**config.mk**
```make
export PLATFORM = sky130hd
export DESIGN_NAME = wb_regfile_flat
export DESIGN_NICKNAME = d
export VERILOG_FILES = /design/src/rtl/wb_regfile_if.sv /design/src/rtl/wb_regfile.sv /design/src/flat_wrapper.sv
export SDC_FILE = /design/constraint.sdc
export NUM_CORES = 2
export LEC_CHECK = 0
export BUFFER_PORTS_ARGS = -buffer_cell sky130_fd_sc_hd__buf_2
export CORE_MARGIN = 2
export CORE_UTILIZATION = 55
export CTS_CLUSTER_SIZE = 30
export DETAILED_ROUTE_END_ITERATION = 6
export PLACE_DENSITY = 0.81
export SLEW_MARGIN = 40
export SYNTH_ARGS = -nofsm -noshare
export SYNTH_HDL_FRONTEND = slang
export SYNTH_SLANG_ARGS = --single-unit
export TNS_END_PERCENT = 10
```
**constraint.sdc**
```tcl
create_clock -name i_clk -period 4.9 [get_ports i_clk]
set_clock_uncertainty 0.1 [all_clocks]
set_input_delay 0.49 -clock i_clk [delete_from_list [all_inputs] [get_ports i_clk]]
set_output_delay 0.49 -clock i_clk [all_outputs]
set_load 0.02 [all_outputs]
```
**src/rtl/wb_regfile_if.sv**
```systemverilog
// wb_regfile_if: groups the MEM_WB bundle, load data, read ports and the
// external write handshake of wb_regfile.
//   i_c          MEM_WB bundle (all-zero = bubble)
//   i_mem_rdata  data memory read word aligned with i_c
//   i_ra1/i_ra2  read addresses;   o_rd1/o_rd2 read data
//   i_ext_*      external write request/address/data; o_ext_ack accept
//   o_wb_stall   one-cycle pipeline freeze on external-write starvation
//   o_retire_cnt committed pipeline write count
// Signal prefixes are from the register file's point of view.
interface wb_regfile_if #(
  parameter int unsigned N = 51
);
  logic [N:0]  i_c;
  logic [31:0] i_mem_rdata;
  logic [4:0]  i_ra1;
  logic [4:0]  i_ra2;
  logic [31:0] o_rd1;
  logic [31:0] o_rd2;
  logic        i_ext_req;
  logic [4:0]  i_ext_addr;
  logic [31:0] i_ext_data;
  logic        o_ext_ack;
  logic        o_wb_stall;
  logic [31:0] o_retire_cnt;

  modport master (
    output i_c, i_mem_rdata, i_ra1, i_ra2, i_ext_req, i_ext_addr, i_ext_data,
    input  o_rd1, o_rd2, o_ext_ack, o_wb_stall, o_retire_cnt
  );

  modport slave (
    input  i_c, i_mem_rdata, i_ra1, i_ra2, i_ext_req, i_ext_addr, i_ext_data,
    output o_rd1, o_rd2, o_ext_ack, o_wb_stall, o_retire_cnt
  );
endinterface

```
**src/rtl/wb_regfile.sv**
```systemverilog
// wb_regfile: write-back stage and 32x32 register file.
// Decodes the MEM_WB bundle, aligns/extends load data, commits the result,
// and arbitrates a secondary external write port against pipeline
// write-back. An external request that waits STARVE_MAX cycles raises
// o_wb_stall for one cycle so the pipeline inserts a bubble for it.
// Ports:
//   i_clk    rising-edge clock
//   i_rst_n  synchronous active-low reset
//   io_bus   wb_regfile_if slave (bundle, load data, read ports, ext port,
//            stall, retire count)
module wb_regfile #(
  parameter int unsigned N          = 51,
  parameter int unsigned STARVE_MAX = 4
) (
  input logic        i_clk,
  input logic        i_rst_n,
  wb_regfile_if.slave io_bus
);

  localparam int unsigned CntW = $clog2(STARVE_MAX + 1);
  localparam logic [CntW-1:0] CntMax = CntW'(STARVE_MAX);

  logic [31:0]     r_regs [32];
  logic [31:0]     r_retire_cnt;
  logic [CntW-1:0] r_starve_cnt;
  logic            r_wb_stall;

  // Bundle decode
  logic        w_reg_write;
  logic        w_mem_to_reg;
  logic [4:0]  w_rd;
  logic [31:0] w_alu_result;
  logic [1:0]  w_size;
  logic        w_unsigned;
  logic [1:0]  w_off;
  logic        w_unused;

  assign w_reg_write  = io_bus.i_c[N];
  assign w_mem_to_reg = io_bus.i_c[N-1];
  assign w_rd         = io_bus.i_c[N-2 -: 5];
  assign w_alu_result = io_bus.i_c[N-7 -: 32];
  assign w_size       = io_bus.i_c[N-39 -: 2];
  assign w_unsigned   = io_bus.i_c[N-41];
  assign w_off        = io_bus.i_c[N-42 -: 2];
  assign w_unused     = ^io_bus.i_c[N-44:0];

  // Load alignment and extension
  logic [7:0]  w_byte;
  logic [15:0] w_half;
  logic [31:0] w_load;
  logic [31:0] w_wb_data;

  always_comb begin
    w_byte = io_bus.i_mem_rdata[{w_off, 3'b000} +: 8];
    w_half = w_off[1] ? io_bus.i_mem_rdata[31:16] : io_bus.i_mem_rdata[15:0];
    case (w_size)
      2'b00:   w_load = {{24{~w_unsigned & w_byte[7]}}, w_byte};
      2'b01:   w_load = {{16{~w_unsigned & w_half[15]}}, w_half};
      default: w_load = io_bus.i_mem_rdata;
    endcase
    w_wb_data = w_mem_to_reg ? w_load : w_alu_result;
  end

  // Arbitration: a pipeline write to r0 is not a write and never blocks ext.
  logic w_pw;
  logic w_ext_ack;
  logic w_ext_wr;

  assign w_pw      = i_rst_n & w_reg_write & (w_rd != 5'd0);
  assign w_ext_ack = i_rst_n & io_bus.i_ext_req & ~w_pw;
  assign w_ext_wr  = w_ext_ack & (io_bus.i_ext_addr != 5'd0);

  // Read ports with write-first bypass
  logic [31:0] w_rd1;
  logic [31:0] w_rd2;

  always_comb begin
    w_rd1 = r_regs[io_bus.i_ra1];
    if (io_bus.i_ra1 == 5'd0) begin
      w_rd1 = '0;
    end else if (w_pw && (io_bus.i_ra1 == w_rd)) begin
      w_rd1 = w_wb_data;
    end else if (w_ext_wr && (io_bus.i_ra1 == io_bus.i_ext_addr)) begin
      w_rd1 = io_bus.i_ext_data;
    end
  end

  always_comb begin
    w_rd2 = r_regs[io_bus.i_ra2];
    if (io_bus.i_ra2 == 5'd0) begin
      w_rd2 = '0;
    end else if (w_pw && (io_bus.i_ra2 == w_rd)) begin
      w_rd2 = w_wb_data;
    end else if (w_ext_wr && (io_bus.i_ra2 == io_bus.i_ext_addr)) begin
      w_rd2 = io_bus.i_ext_data;
    end
  end

  // Starvation counter saturates; the stall fires only on the cycle the
  // counter first reaches the limit, so it lasts exactly one cycle.
  logic [CntW-1:0] w_starve_d;
  logic            w_wb_stall_d;

  always_comb begin
    w_starve_d = '0;
    if (io_bus.i_ext_req && !w_ext_ack) begin
      w_starve_d = (r_starve_cnt == CntMax) ? r_starve_cnt : r_starve_cnt + 1'b1;
    end
    w_wb_stall_d = (w_starve_d == CntMax) && (r_starve_cnt != CntMax);
  end

  always_ff @(posedge i_clk) begin
    if (!i_rst_n) begin
      for (int i = 0; i < 32; i++) begin
        r_regs[i] <= '0;
      end
      r_retire_cnt <= '0;
      r_starve_cnt <= '0;
      r_wb_stall   <= 1'b0;
    end else begin
      if (w_pw) begin
        r_regs[w_rd] <= w_wb_data;
        r_retire_cnt <= r_retire_cnt + 32'd1;
      end else if (w_ext_wr) begin
        r_regs[io_bus.i_ext_addr] <= io_bus.i_ext_data;
      end
      r_starve_cnt <= w_starve_d;
      r_wb_stall   <= w_wb_stall_d;
    end
  end

  assign io_bus.o_rd1        = w_rd1;
  assign io_bus.o_rd2        = w_rd2;
  assign io_bus.o_ext_ack    = w_ext_ack;
  assign io_bus.o_wb_stall   = r_wb_stall;
  assign io_bus.o_retire_cnt = r_retire_cnt;

endmodule

```
**src/flat_wrapper.sv**
```systemverilog
// flat-port wrapper written by rule: the top's interface ports become plain ports
module wb_regfile_flat 
#(
  parameter int unsigned N          = 51,
  parameter int unsigned STARVE_MAX = 4
)
  (i_clk, i_rst_n, io_bus_i_c, io_bus_i_mem_rdata, io_bus_i_ra1, io_bus_i_ra2, io_bus_i_ext_req, io_bus_i_ext_addr, io_bus_i_ext_data, io_bus_o_rd1, io_bus_o_rd2, io_bus_o_ext_ack, io_bus_o_wb_stall, io_bus_o_retire_cnt);
  wb_regfile_if #(.N(N)) io_bus_i ();
  input logic i_clk;
  input logic i_rst_n;
  input wire logic [$bits(io_bus_i.i_c)-1:0] io_bus_i_c;
  input wire logic [$bits(io_bus_i.i_mem_rdata)-1:0] io_bus_i_mem_rdata;
  input wire logic [$bits(io_bus_i.i_ra1)-1:0] io_bus_i_ra1;
  input wire logic [$bits(io_bus_i.i_ra2)-1:0] io_bus_i_ra2;
  input wire logic [$bits(io_bus_i.i_ext_req)-1:0] io_bus_i_ext_req;
  input wire logic [$bits(io_bus_i.i_ext_addr)-1:0] io_bus_i_ext_addr;
  input wire logic [$bits(io_bus_i.i_ext_data)-1:0] io_bus_i_ext_data;
  output wire logic [$bits(io_bus_i.o_rd1)-1:0] io_bus_o_rd1;
  output wire logic [$bits(io_bus_i.o_rd2)-1:0] io_bus_o_rd2;
  output wire logic [$bits(io_bus_i.o_ext_ack)-1:0] io_bus_o_ext_ack;
  output wire logic [$bits(io_bus_i.o_wb_stall)-1:0] io_bus_o_wb_stall;
  output wire logic [$bits(io_bus_i.o_retire_cnt)-1:0] io_bus_o_retire_cnt;
  assign io_bus_i.i_c = io_bus_i_c;
  assign io_bus_i.i_mem_rdata = io_bus_i_mem_rdata;
  assign io_bus_i.i_ra1 = io_bus_i_ra1;
  assign io_bus_i.i_ra2 = io_bus_i_ra2;
  assign io_bus_i.i_ext_req = io_bus_i_ext_req;
  assign io_bus_i.i_ext_addr = io_bus_i_ext_addr;
  assign io_bus_i.i_ext_data = io_bus_i_ext_data;
  assign io_bus_o_rd1 = io_bus_i.o_rd1;
  assign io_bus_o_rd2 = io_bus_i.o_rd2;
  assign io_bus_o_ext_ack = io_bus_i.o_ext_ack;
  assign io_bus_o_wb_stall = io_bus_i.o_wb_stall;
  assign io_bus_o_retire_cnt = io_bus_i.o_retire_cnt;
  wb_regfile #(.N(N), .STARVE_MAX(STARVE_MAX)) u_core (.i_clk(i_clk), .i_rst_n(i_rst_n), .io_bus(io_bus_i));
endmodule
```
# Word level (Yosys, flattened, before mapping)
# Memory sizes are Yosys's and may differ from the RTL's.
# Index checks and enable logic that the tools add are counted.
word_totals:
  register_bits: 36
  latchBits: 0
  ramBits: 1024
  rom_bits: 0
  input_bits: 134
  output_inout_bits: 98
  word_cells: 63
  mem_count: 1
mem_list:
  columns: ["memory", "depth", "word_bits", "read_ports", "rd_clocked_by_memory_dff", "wr", "line_no", "source"]
  rows:
  - ["u_core.r_regs", 32, 32, 2, 0, 32, "wb_regfile.sv:23", "logic [31:0] r_regs [32];"]
classes:
  add_sub_neg: 2
  n_mul: 0
  div: 0
  n_lt_le_gt_ge: 0
  eq_ne: 8
  shift: 1
  muxes: 25
  bitwise_logic: 9
  reduce_logical: 14
ops:
  columns: ["operator", "n"]
  rows:
  - ["2-to-1 mux 32 bit", 9]
  - ["one-hot mux 32 bit (2 select lines)", 1]
  - ["OR reduction 32 bit", 2]
  - ["adder 32 x 1 -> 32 bit, second input constant", 1]
  - ["variable part select 32 x 6 -> 8 bit", 1]
  - ["== test 5 bit", 4]
  - ["2-to-1 mux 16 bit", 1]
  - ["logical NOT 5 bit", 2]
  - ["2-to-1 mux 1 bit", 10]
  - ["2-to-1 mux 5 bit", 2]
  - ["nonzero test 5 bit", 2]
  - ["bitwise AND 1 bit", 7]
  - ["== test 3 bit, second input constant", 2]
  - ["logical AND 1 bit", 6]
  - ["2-to-1 mux 3 bit", 2]
  - ["adder 3 x 1 -> 3 bit, second input constant", 1]
  - ["!= test 3 bit, second input constant", 1]
  - ["== test 2 x 1 -> 1 bit, second input constant", 1]
  - ["logical NOT 2 bit", 1]
  - ["inverter 1 bit", 2]
  - ["logical NOT 1 bit", 1]

# Depth between registers and ports, before layout
depth:
  word_depth: 11
  mapped_depth: 10
  mapped_depth_nobuf: 6

# Least setup slack after synthesis
# No wires, ideal clock.
synth_timing:
  path_type: "input to register"
  from: "input port io_bus_i_c[49]"
  to: "memory u_core.r_regs[12][0] (enable)"
  setup_time_ns: 0.389
  arrival_ns: 3.097
  required_ns: 4.411
  slack_ns: 1.313
  path_stages: 9
  n_path_buf: 3
  cell_sequence: "buf_2 > or4_1 > o21ai_2 > buf_4 > a21oi_1 > a211oi_4 > nand2_2 > buf_2 > nand2_1"
synth_rtl:
  columns: ["item", "line_no", "source"]
  rows:
  - ["start, declared", "flat_wrapper.sv:11", "input wire logic [$bits(io_bus_i.i_c)-1:0] io_bus_i_c;"]
  - ["end, declared", "wb_regfile.sv:23", null]

# Worst setup path after layout
layout_timing:
  from: "input port io_bus_i_c[49]"
  to: "output port io_bus_o_rd1[18]"
layout_via:
  elab_chain_cells: 9
  elab_cells_between_ends: 11
  classes_between: "eq/ne: 1; mux: 3; bitwise: 4; reduce/logical: 3"
layout_lines:
  columns: ["item", "line_no", "source"]
  rows:
  - ["nonzero test 5 bit", "wb_regfile.sv:69", "assign w_pw = i_rst_n & w_reg_write & (w_rd != 5'd0);"]
  - ["bitwise AND 1 bit", "wb_regfile.sv:69", null]
  - ["inverter 1 bit", "wb_regfile.sv:70", "assign w_ext_ack = i_rst_n & io_bus.i_ext_req & ~w_pw;"]
  - ["bitwise AND 1 bit", "wb_regfile.sv:70", null]
  - ["bitwise AND 1 bit", "wb_regfile.sv:71", "assign w_ext_wr = w_ext_ack & (io_bus.i_ext_addr != 5'd0);"]
  - ["logical AND 1 bit", "wb_regfile.sv:83", "end else if (w_ext_wr && (io_bus.i_ra1 == io_bus.i_ext_addr)) begin"]
  - ["2-to-1 mux 32 bit", "wb_regfile.sv:83", null]
  - ["2-to-1 mux 32 bit (*)", "wb_regfile.sv:81", "end else if (w_pw && (io_bus.i_ra1 == w_rd)) begin"]
  - ["2-to-1 mux 32 bit (*)", "wb_regfile.sv:79", "if (io_bus.i_ra1 == 5'd0) begin"]
  - ["end, declared", "flat_wrapper.sv:18", "output wire logic [$bits(io_bus_i.o_rd1)-1:0] io_bus_o_rd1;"]
# Every way passes the cells marked *; elsewhere a longest branch is shown, timed or not.

==> reports/results.tsv <==
stage	metric	value	unit
synthesis	ys_async_sr_fraction	0	%
grt	grt.overflow.total	0	
setup_path	cp_slowest_stage_delay	0.74	ns
clocking	cts-buffers-inserted	103	
worst_hold_path	hold_path_class	in2reg	
outcome	violations	DRC	
floorplan	initial_core_util	55.5	%
finish	multiInputGateArea	23500	sq um
drt	dr_wl_met3	41900	um
clocking	cts.sinks	1060	
timing	fmax	229	MHz
setup_path	end_kind	output port	
placement	port_buffers	223	
timing	finalMaxSlewViolations	0	
job	drv_cap	0	
drt	drt_first_pass_iters	7	
finish	fillers	7179	
floorplan	rows	117	
synthesis	synthDistinctLibCells	72	
clocking	cts_resized	0	
finish	final_cell_mix	nor2_1, edfxtp_1, mux4_2	
drt	drt_iter0_markers	9074	
timing	min_period_over_period	89.1	%
outcome	outcome	finished, violations left	
power_and_ir_drop	leakage	22.1	nW
finish	area_delta_synth_final	12.0	%
setup_path	crit_required	4.31	ns
synthesis	avgSynthCellArea	13.3	sq um
setup_path	worst-setup-path-type	in2out	
grt	grt_max_degree	67	
setup_path	cp_top_family	simple AND/OR/NAND/NOR gates	
timing	setup_violations	0	
finish	finish.utilization	62.2	%
synthesis	syn_inst	4258	
clocking	clk_latency	0.71	ns
drt	post_drt_wl_per_cell	35.9	um
drt	wl_met2	87800	um
finish	register_area	31500	sq um
floorplan	die_h	325	um
setup_path	crit_chain	buf_2 -> or4_1 -> o21ai_2 -> nand4_4 -> nand2_1 -> buf_4 -> a21oi_1 -> a31oi_1 -> buf_2	
floorplan	coreArea	102000	sq um
setup_path	crit_path_max_fanout	16	
timing	period_minus_slack	4.37	ns
timing	rsz0062_at_grt	no	
drt	met1Wirelength	60700	um
clocking	postCtsSetupBuffers	0	
clocking	clock-root-buffer	clkbuf_16	
floorplan	die-area	105000	sq um
synthesis	synth_edf_count	1024	
synthesis	netlist_area	56600	sq um
synthesis	synthFlopType	edfxtp_1	
grt	grt.total_usage	39.1	%
finish	final-instance-count-excl-fill	5848	
drt	wl	210000	um
drt	drtAntennaViolNets	0	
setup_path	cp_slowest_cell	or4_1	
grt	grt_pass1_wl	294000	um
setup_path	start_kind	input port	
setup_path	arrival	3.78	ns
timing	tns	0	ns
clocking	tritoncts	done	
floorplan	ios	232	
timing	slew_headroom	34.0	%
grt	antenna_found_initial	21	
setup_path	path_buf_inv	3	
finish	nNetsFinal	4524	
timing	worst_pin_slew	0.990	ns
drt	top_layer	met5	
timing	hold_viol_final	0	
floorplan	die_w	325	um
clocking	cts_hold_buf	0	
power_and_ir_drop	ir_drop	0.327	mV
clocking	clk_path_buf_depth	3	
setup_path	path_common_cell	buf_2	
grt	first_global_vias	42825	
power_and_ir_drop	cellPowerDensity	353	nW/um^2
finish	fin_area	63400	sq um
finish	drive_above_1_share	26.0	%
synthesis	yosysWarnings	0	
synthesis	ys_ff_latch	1060	
placement	postPlaceCellArea	60000	sq um
power_and_ir_drop	power	22.4	mW
placement	dp_hpwl	127000	um
drt	vias_per_cell	7.49	
clocking	cts.clk_slew.worst_paths	0.06	ns
placement	dpl.cell_count	5648	
synthesis	ys_seq_area_share	55.6	%
drt	drc	69	
drt	dr_total_vias	43791	
clocking	htree_levels	3	
finish	final_common_cell	nor2_1	
placement	gp_congestion	0.963	
-- cells by family (layout without fill, tap and decap cells) --
| group | count (synthesis) | after routing | share of synthesized area, % |
|---|---|---|---|
| buffers and inverters | 455 | 637 | 3.38 |
| adder cells (fa/ha/maj) | 3 | 3 | 0.0664 |
| multiplexers | 757 | 757 | 23.8 |
| AND/OR/NAND/NOR | 1438 | 1438 | 10.3 |
| other | 1 | 41 | 0.00663 |
| AO/OA/AOI/OAI | 501 | 501 | 6.18 |
| XOR/XNOR | 43 | 43 | 0.666 |
| flip-flops | 1060 | 1060 | 55.6 |
-- cells in the mapped netlist, types with 36 or more instances --
library cell	count	area share, %
a221oi_1	59	0.91
a22oi_1	39	0.52
mux2i_1	277	4.9
a21oi_1	55	0.49
nand2_1	143	0.95
dfxtp_1	36	1.3
a211oi_1	48	0.64
o22ai_1	70	0.77
nor2_1	1121	7.4
o21ai_0	94	0.83
clkbuf_1	235	1.6
buf_1	45	0.30
buf_2	155	1.4
edfxtp_1	1024	54
mux4_2	467	19
-- worst min-delay path: stages --
cell and delay, ns:
buf_2 0.12, mux2i_2 0.08, buf_4 0.19, nor2_1 0.09
-- path summary, 6_finish.rpt --
path / cells after the start / from / end / slack [ns]
setup / recovery: 9 / io_bus_i_c[49] / io_bus_o_rd1[18] / 0.53
hold / removal: 4 / io_bus_i_ext_data[5] / u_core.r_regs[14][5] / 0.28
setup reg to reg: 6 / u_core.io_bus.o_retire_cnt[2] / u_core.io_bus.o_retire_cnt[29] / 2.32
hold reg to reg: 1 / u_core.io_bus.o_retire_cnt[31] / u_core.io_bus.o_retire_cnt[31] / 0.37
-- flip-flops by register name, summed over array words and instances (netlist names) --
name                        cells
u_core.io_bus.o_wb_stall        1
u_core.io_bus.o_retire_cnt     32
u_core.r_regs                1024
u_core.r_starve_cnt             3
-- power breakdown --
group | total [mW] | switching [mW] | leakage, nW | internal, mW
Sequential | 10.8 | 0.292 | 10.1 | 10.5
Clock | 8.03 | 3.54 | 1.60 | 4.49
Combinational | 3.57 | 2.22 | 10.4 | 1.34
-- metal layers --
metal  track usage [%]  vias up
met3              20.0     1368
li1                  -    16523
met1              45.5    20808
met4              28.1       24
met2              55.8     5068
met5             0.408        -
-- final cells by class --
type,count,share of cell area [%]
timing repair buffer,431,5.09
sequential,1060,49.7
tap,1368,2.70
inverter,17,0.103
clock inverter,54,0.822
antenna,9,0.0355
multi-input combinational,2774,37.2
clock buffer,135,4.42
-- through the flow --
step | hold WS, ns | setup slack [ns]
detailed placement | 0.362 | 0.733
finish | 0.283 | 0.534
global placement | 0.345 | 0.807
floorplan | 0.373 | 1.31
CTS | 0.269 | 0.748
global route | 0.293 | 0.464
Note: power is estimated with default switching activity, not from simulation.
